[config.mk]
export PLATFORM = sky130hd
export DESIGN_NAME = sad_best_match
export DESIGN_NICKNAME = d
export VERILOG_FILES = /design/src/rtl/sad_best_match.sv
export SDC_FILE = /design/constraint.sdc
export NUM_CORES = 1
export LEC_CHECK = 0
export ABC_AREA = 1
export ABC_CLOCK_PERIOD_IN_PS = 3300
export BUFFER_PORTS_ARGS = -buffer_cell sky130_fd_sc_hd__buf_2
export CAP_MARGIN = 15
export CORE_UTILIZATION = 55
export CTS_CLUSTER_DIAMETER = 50
export DETAILED_ROUTE_END_ITERATION = 8
export GPL_ROUTABILITY_DRIVEN = 0
export MAX_ROUTING_LAYER = met4
export PLACE_DENSITY = 0.73
export RECOVER_POWER = 100
export SLEW_MARGIN = 20
export SYNTH_ARGS = -nofsm -noshare
export SYNTH_HDL_FRONTEND = slang
export SYNTH_SLANG_ARGS = --single-unit
[constraint.sdc]
create_clock -name clk -period 3.3 [get_ports clk]
set_input_delay 0.66 -clock clk [delete_from_list [all_inputs] [get_ports clk]]
set_output_delay 0.66 -clock clk [all_outputs]
set_load 0.02 [all_outputs]
[src/rtl/sad_best_match.sv]
// sad_best_match: accumulate row SADs per candidate block and track the minimum block SAD and its index
module sad_best_match #(
  parameter int WIDTH  = 8,
  parameter int INPUTS = 4,
  parameter int ROWS   = 4,
  parameter int CANDS  = 4,
  localparam int SW = WIDTH + $clog2(INPUTS),
  localparam int AW = SW + $clog2(ROWS),
  localparam int IW = CANDS > 1 ? $clog2(CANDS) : 1,
  localparam int RW = ROWS > 1 ? $clog2(ROWS) : 1
) (
  input  logic          clk,
  input  logic          rst,
  input  logic          start,
  input  logic [SW-1:0] sad_in,
  input  logic          sad_valid,
  output logic          busy,
  output logic          done,
  output logic [AW-1:0] best_sad,
  output logic [IW-1:0] best_idx
);
  typedef enum logic [1:0] {IDLE, RUN, DONE} state_t;
  state_t state;
  logic [AW-1:0] acc;
  logic [RW-1:0] row;
  logic [IW-1:0] cand;
  logic [AW-1:0] total;
  logic          last_row;
  logic          last_cand;
  // block total including the row arriving this cycle
  always_comb begin
    total     = acc + AW'(sad_in);
    last_row  = row == RW'(ROWS - 1);
    last_cand = cand == IW'(CANDS - 1);
  end
  // search FSM: accumulate rows, compare on each block's final row, pulse done after the last candidate
  always_ff @(posedge clk or posedge rst) begin
    if (rst) begin
      state    <= IDLE;
      acc      <= '0;
      row      <= '0;
      cand     <= '0;
      best_sad <= '0;
      best_idx <= '0;
      busy     <= 1'b0;
      done     <= 1'b0;
    end else begin
      case (state)
        IDLE: begin
          done <= 1'b0;
          if (start) begin
            state <= RUN;
            busy  <= 1'b1;
            acc   <= '0;
            row   <= '0;
            cand  <= '0;
          end
        end
        RUN: begin
          if (sad_valid) begin
            if (last_row) begin
              if (cand == '0 || total < best_sad) begin
                best_sad <= total;
                best_idx <= cand;
              end
              acc  <= '0;
              row  <= '0;
              cand <= cand + IW'(1);
              if (last_cand) begin
                state <= DONE;
                busy  <= 1'b0;
                done  <= 1'b1;
              end
            end else begin
              acc <= total;
              row <= row + RW'(1);
            end
          end
        end
        DONE: begin
          state <= IDLE;
          done  <= 1'b0;
        end
        default: begin
          state <= IDLE;
          busy  <= 1'b0;
          done  <= 1'b0;
        end
      endcase
    end
  end
endmodule

After elaboration in Yosys (flattened, before gate mapping)
Index checks and enable logic that the tools add are counted.
{ "totals": {"regBits": 34, "in_bits": 14, "wordCells": 56} }
{ "op_classes": {"add_sub_neg": 3, "magnitude_cmp": 1, "eq_ne": 8, "n_mux": 25, "bitwise_logic": 1, "n_reduce_logical": 10} }
{ "op_table": {"columns": ["operator", "n"], "rows": [
  ["two-way mux 12 bit", 3],
  ["case mux 12 bit (2 select lines)", 1],
  ["two-way mux 2 bit", 9],
  ["adder 12 x 10 -> 12 bit", 1],
  ["< comparator 12 bit", 1],
  ["case mux 2 bit (2 select lines)", 3],
  ["AND reduction 4 bit", 3],
  ["two-way mux 1 bit", 8],
  ["!= test 2 bit, second input constant", 4],
  ["== test 2 bit, second input constant", 3],
  ["AND reduction 3 bit", 2],
  ["AND reduction 5 bit", 1],
  ["adder 2 x 1 -> 2 bit, second input constant", 2],
  ["zero test 2 bit", 2],
  ["case mux 1 bit (3 select lines)", 1],
  ["== test 2 x 1 -> 1 bit, second input constant", 1],
  ["nonzero test 2 bit", 1],
  ["logical OR 1 bit", 1],
  ["inverter 1 bit", 1]
]} }

Longest topological paths before layout
{ "depth": {"word_depth": 5, "ltp_mapped": 22, "ltp_nobuf": 21} }

Worst setup path before layout
OpenSTA, ideal clock, no wires.
{ "synth_timing": {"path_kind": "input to register", "from": "in sad_in[0]", "to": "reg best_sad[2]", "setup_ns": 0.117, "t_arrival_ns": 2.761, "required_time_ns": 3.183, "path_slack_ns": 0.422, "path_stages": 21, "path_buffers": 1, "cell_sequence": "ha_1 -> inv_1 -> fa_1 -> inv_1 -> nand3_1 -> nand3_1 -> nand2_1 -> nand3_1 -> nand2_1 -> ha_1 -> nand2_1 -> nor2_2 -> nand2_1 -> nor2_1 -> nor2_1 -> nand2_1 -> nand2_2 -> nand2_4 -> buf_6 -> nand2_1 -> nand2_1"} }
{ "synth_via": {"elab_chain_cells": 4} }
{ "synth_lines": {"columns": ["element", "line_no", "text"], "rows": [
  ["start: declaration", "15", "input logic [SW-1:0] sad_in,"],
  ["adder 12 x 10 -> 12 bit", "32", "total = acc + AW'(sad_in);"],
  ["named net total[8]", "27", "logic [AW-1:0] total;"],
  ["< comparator 12 bit", "62", "if (cand == '0 || total < best_sad) begin"],
  ["logical OR 1 bit", "62", null],
  ["AND reduction 4 bit (no line)", null, null],
  ["end signal: assignment", "63", "best_sad <= total;"],
  ["end: declaration", "19", "output logic [AW-1:0] best_sad,"]
]} }
The timed path passes the listed nets, and every way through them passes these cells.
A chain may end at the register's enable or synchronous reset.

Worst setup path in the final report
{ "layout_timing": {"from": "in sad_in[2]", "to": "reg best_idx[1]"} }
{ "layout_via": {"elab_chain_cells": 4} }
{ "layout_lines": {"columns": ["element", "line_no", "text"], "rows": [
  ["adder 12 x 10 -> 12 bit", "32", null],
  ["named net total[11]", "27", null],
  ["< comparator 12 bit", "62", null],
  ["logical OR 1 bit", "62", null],
  ["AND reduction 4 bit (no line)", null, null],
  ["end signal: assignment", "64", "best_idx <= cand;"],
  ["end: declaration", "20", "output logic [IW-1:0] best_idx"]
]} }
The timed path passes the listed nets, and every way through them passes these cells.

==> results_dict.tcl <==
set metrics [dict create \
    status "finished with violations" \
    violations "capacitance limit, slew limit" \
    wl_per_cell_um 12.3 \
    area_growth_pct 11.6 \
    peakVddDrop_mv 0.517 \
    yosysMostFrequentCell "nand2_1" \
    maxCapViolCount 1 \
    cts_hold_buffers 0 \
    power.density_nw_per_um2 1060 \
    min_delay_path_depth 2 \
    synthTopCellsByArea "dfrtp_1 (36%), nand2_1 (19%), ha_1 (13%)" \
    crit_family "simple AND/OR/NAND/NOR gates" \
    numClockSinks 34 \
    ys.flop_type "dfrtp_1" \
    grt_pass1_vias 1801 \
    grtUsageTotal_pct 25.4 \
    fin_worst_skew_ns 0.00612 \
    vias_per_cell 5.07 \
    antenna_cells 0 \
    final_layout_size_suffix_gt1_share_pct 8.52 \
    hold-path-endpoint "best_idx[1]" \
    path_cells "buf_2 -> ha_1 -> nand2_1 -> nand3_1 -> nand3_1 -> nand3_1 -> nand2_1 -> nand2_1 -> ha_1 -> nand2_1 -> nor2_1 -> nand2_1 -> nor2_1 -> nand2_1 -> nand2_1 -> nand2_2 -> buf_4 -> nand3_1 -> nand2_1" \
    cp-end-kind "flop" \
    die_area_um2 4570 \
    fin_setup_tns_ns 0 \
    rr_startpoint "acc[2]" \
    port-buffer-count 29 \
    power.total_w 0.00281 \
    synth_edf_count 0 \
    vias 2100 \
    fin_crit_ns 2.97 \
    path_clk_slew_ns 0.07 \
    dp_cells 406 \
    clockBufferDepth 2 \
    cts_tree "done" \
    r2r_end "best_idx[1]" \
    finalHoldViolCount 0 \
    synth_largest_area_cell "dfrtp_1" \
    core-area_um2 4060 \
    ios 30 \
    clock_insertion_delay_worst_skew_ns 0.29 \
    syn_area_um2 2370 \
    instances_no_fill 414 \
    cts-root-buf "clkbuf_8" \
    start_util_pct 58.4 \
    syn_nets 364 \
    cts_resized 0 \
    p_leak_nw 1.54 \
    hpwl_mm 3.92 \
    synth-seq-area-share_pct 35.9 \
    nNetsFinal 402 \
    max_slew_margin_pct -25.0 \
    rsz0062_at_grt "false" \
    gr-usage-met2_pct 37.4 \
    ys_ff_latch 34 \
    grt_util_met3_pct 4.56 \
    tightest_slew_ns 1.88 \
    grt_pass1_wl_mm 8.16 \
    synth.top_cell.area_share_pct 35.9 \
    cp.arrival_ns 3.14 \
    required_ns 3.48 \
    ys_types 24 \
    finalInstanceArea_um2 2640 \
    setup-violations-final 0 \
    busiest_layer "met2" \
    synthTopCellsByCount "nand2_1 (122), inv_1 (52), dfrtp_1 (34)" \
    synthArstFlopShare_pct 100 \
    row_count 23 \
    grt_overflow 0 \
    antenna_left 0 \
    cp-start-kind "input pin" \
    min_path_type "reg2reg" \
    drt_iter0_drc 133 \
    r2r_cells 18 \
    yosysWarnings 0 \
    postCtsSetupRepairBufs 0 \
    worstSetupPathType "in2reg" \
    cp_slowest_cell "ha_1" \
    crit_buf_inv 2 \
    die_y_um 67.6 \
    grt_max_degree 35 \
    cpPeakStageDelay_ns 0.38 \
    remaining_drc_errors 0 \
    grt.met1_usage_pct 35.1 \
    chipWidth_um 67.6 \
    antenna_found_initial 0 \
    syn_area_per_cell_um2 7.29 \
    wirelength_mm 5.09 \
    synthCells 325 \
    numCtsBuffers 5 \
    worstHoldStart "best_idx[1]" \
    crit_top_cell "nand2_1" \
    fmax_mhz 337 \
    ff2ff_setup_slack_ns 0.43 \
    postPlaceCellArea_um2 2590 \
    finalCritPeriodShare_pct 89.9 \
    dr.pass1.iters 4 \
    drv_slew 35 \
    crit_fanout 8 \
    cts_max_level 2 \
]
-- through the flow --
step	setup slack, ns	hold WS [ns]	utilization, %
global route	0.0853	0.496	65.1
global placement	0.152	0.452	63.9
CTS	0.381	0.468	66.5
finish	0.334	0.473	65.1
detailed placement	0.0875	0.456	63.9
floorplan	0.422	0.446	-
-- worst max path at each step --
stage | startpoint | endpoint | slack, ns | depth (start not counted)
after floorplan | sad_in[0] | best_sad[2] | 0.42 | 21
after global placement | sad_in[2] | best_idx[1] | 0.15 | 19
after detailed placement | sad_in[2] | best_idx[1] | 0.09 | 19
after CTS | sad_in[2] | best_idx[1] | 0.38 | 19
after global routing | sad_in[0] | best_sad[11] | 0.09 | 22
final | sad_in[2] | best_idx[1] | 0.33 | 19
-- final cells by class --
cell class                      count  area [um2]
Timing Repair Buffer               36         159
Sequential cell                    34         851
Clock inverter                      3        40.0
Multi-Input combinational cell    233        1260
Tap cell                           50        62.6
Clock buffer                        5        68.8
Fill cell                         403        1420
Inverter                           53         199
-- per-layer routing --
metal  vias up  share of wire [%]
met5         -                  0
met4         0                1.3
met3         6                3.3
met2        48                 44
met1       951                 51
li1       1095                  -
-- logic make-up after synthesis --
group / count (synthesis) / share of synthesized area [%]
compound gates: 23 / 6.39
xor+xnor: 3 / 1.11
fa+ha+maj: 25 / 13.5
buf+inv: 58 / 9.98
flops: 34 / 35.9
simple gates: 182 / 33.1
-- where the power goes --
group / internal, W / switching, W
Clock: 0.000222 / 0.000155
Combinational: 0.000611 / 0.00110
Sequential: 0.000597 / 0.000126
Total: 0.00143 / 0.00138
-- flip-flops by register name, indices dropped and copies added (netlist names) --
name and cells:
acc 12, best_sad 12, best_idx 2, cand 2
row 2, state 2, busy 1, done 1
-- cells in the final DEF (no fill, tap or decap), types with 2 or more instances in the layout --
master / n
dfrtp_1: 34
a22o_1: 5
ha_1: 24
nand2_4: 3
nand3_1: 31
nor2_1: 17
buf_2: 13
xor2_1: 2
nand2_2: 3
clkbuf_1: 21
clkbuf_8: 5
o21ai_0: 6
nand4_1: 3
clkinv_2: 2
buf_4: 2
a21oi_1: 9
nand2_1: 124
inv_1: 52
-- worst reg2reg max path, delay by kind of cell (launching register included) --
family,cells,cell delay (ns)
buffers and inverters,1,0.20
adder cells (fa/ha/maj),2,0.70
flip-flops,1,0.38
AND/OR/NAND/NOR,15,1.48
(Power assumes the default switching activity.)
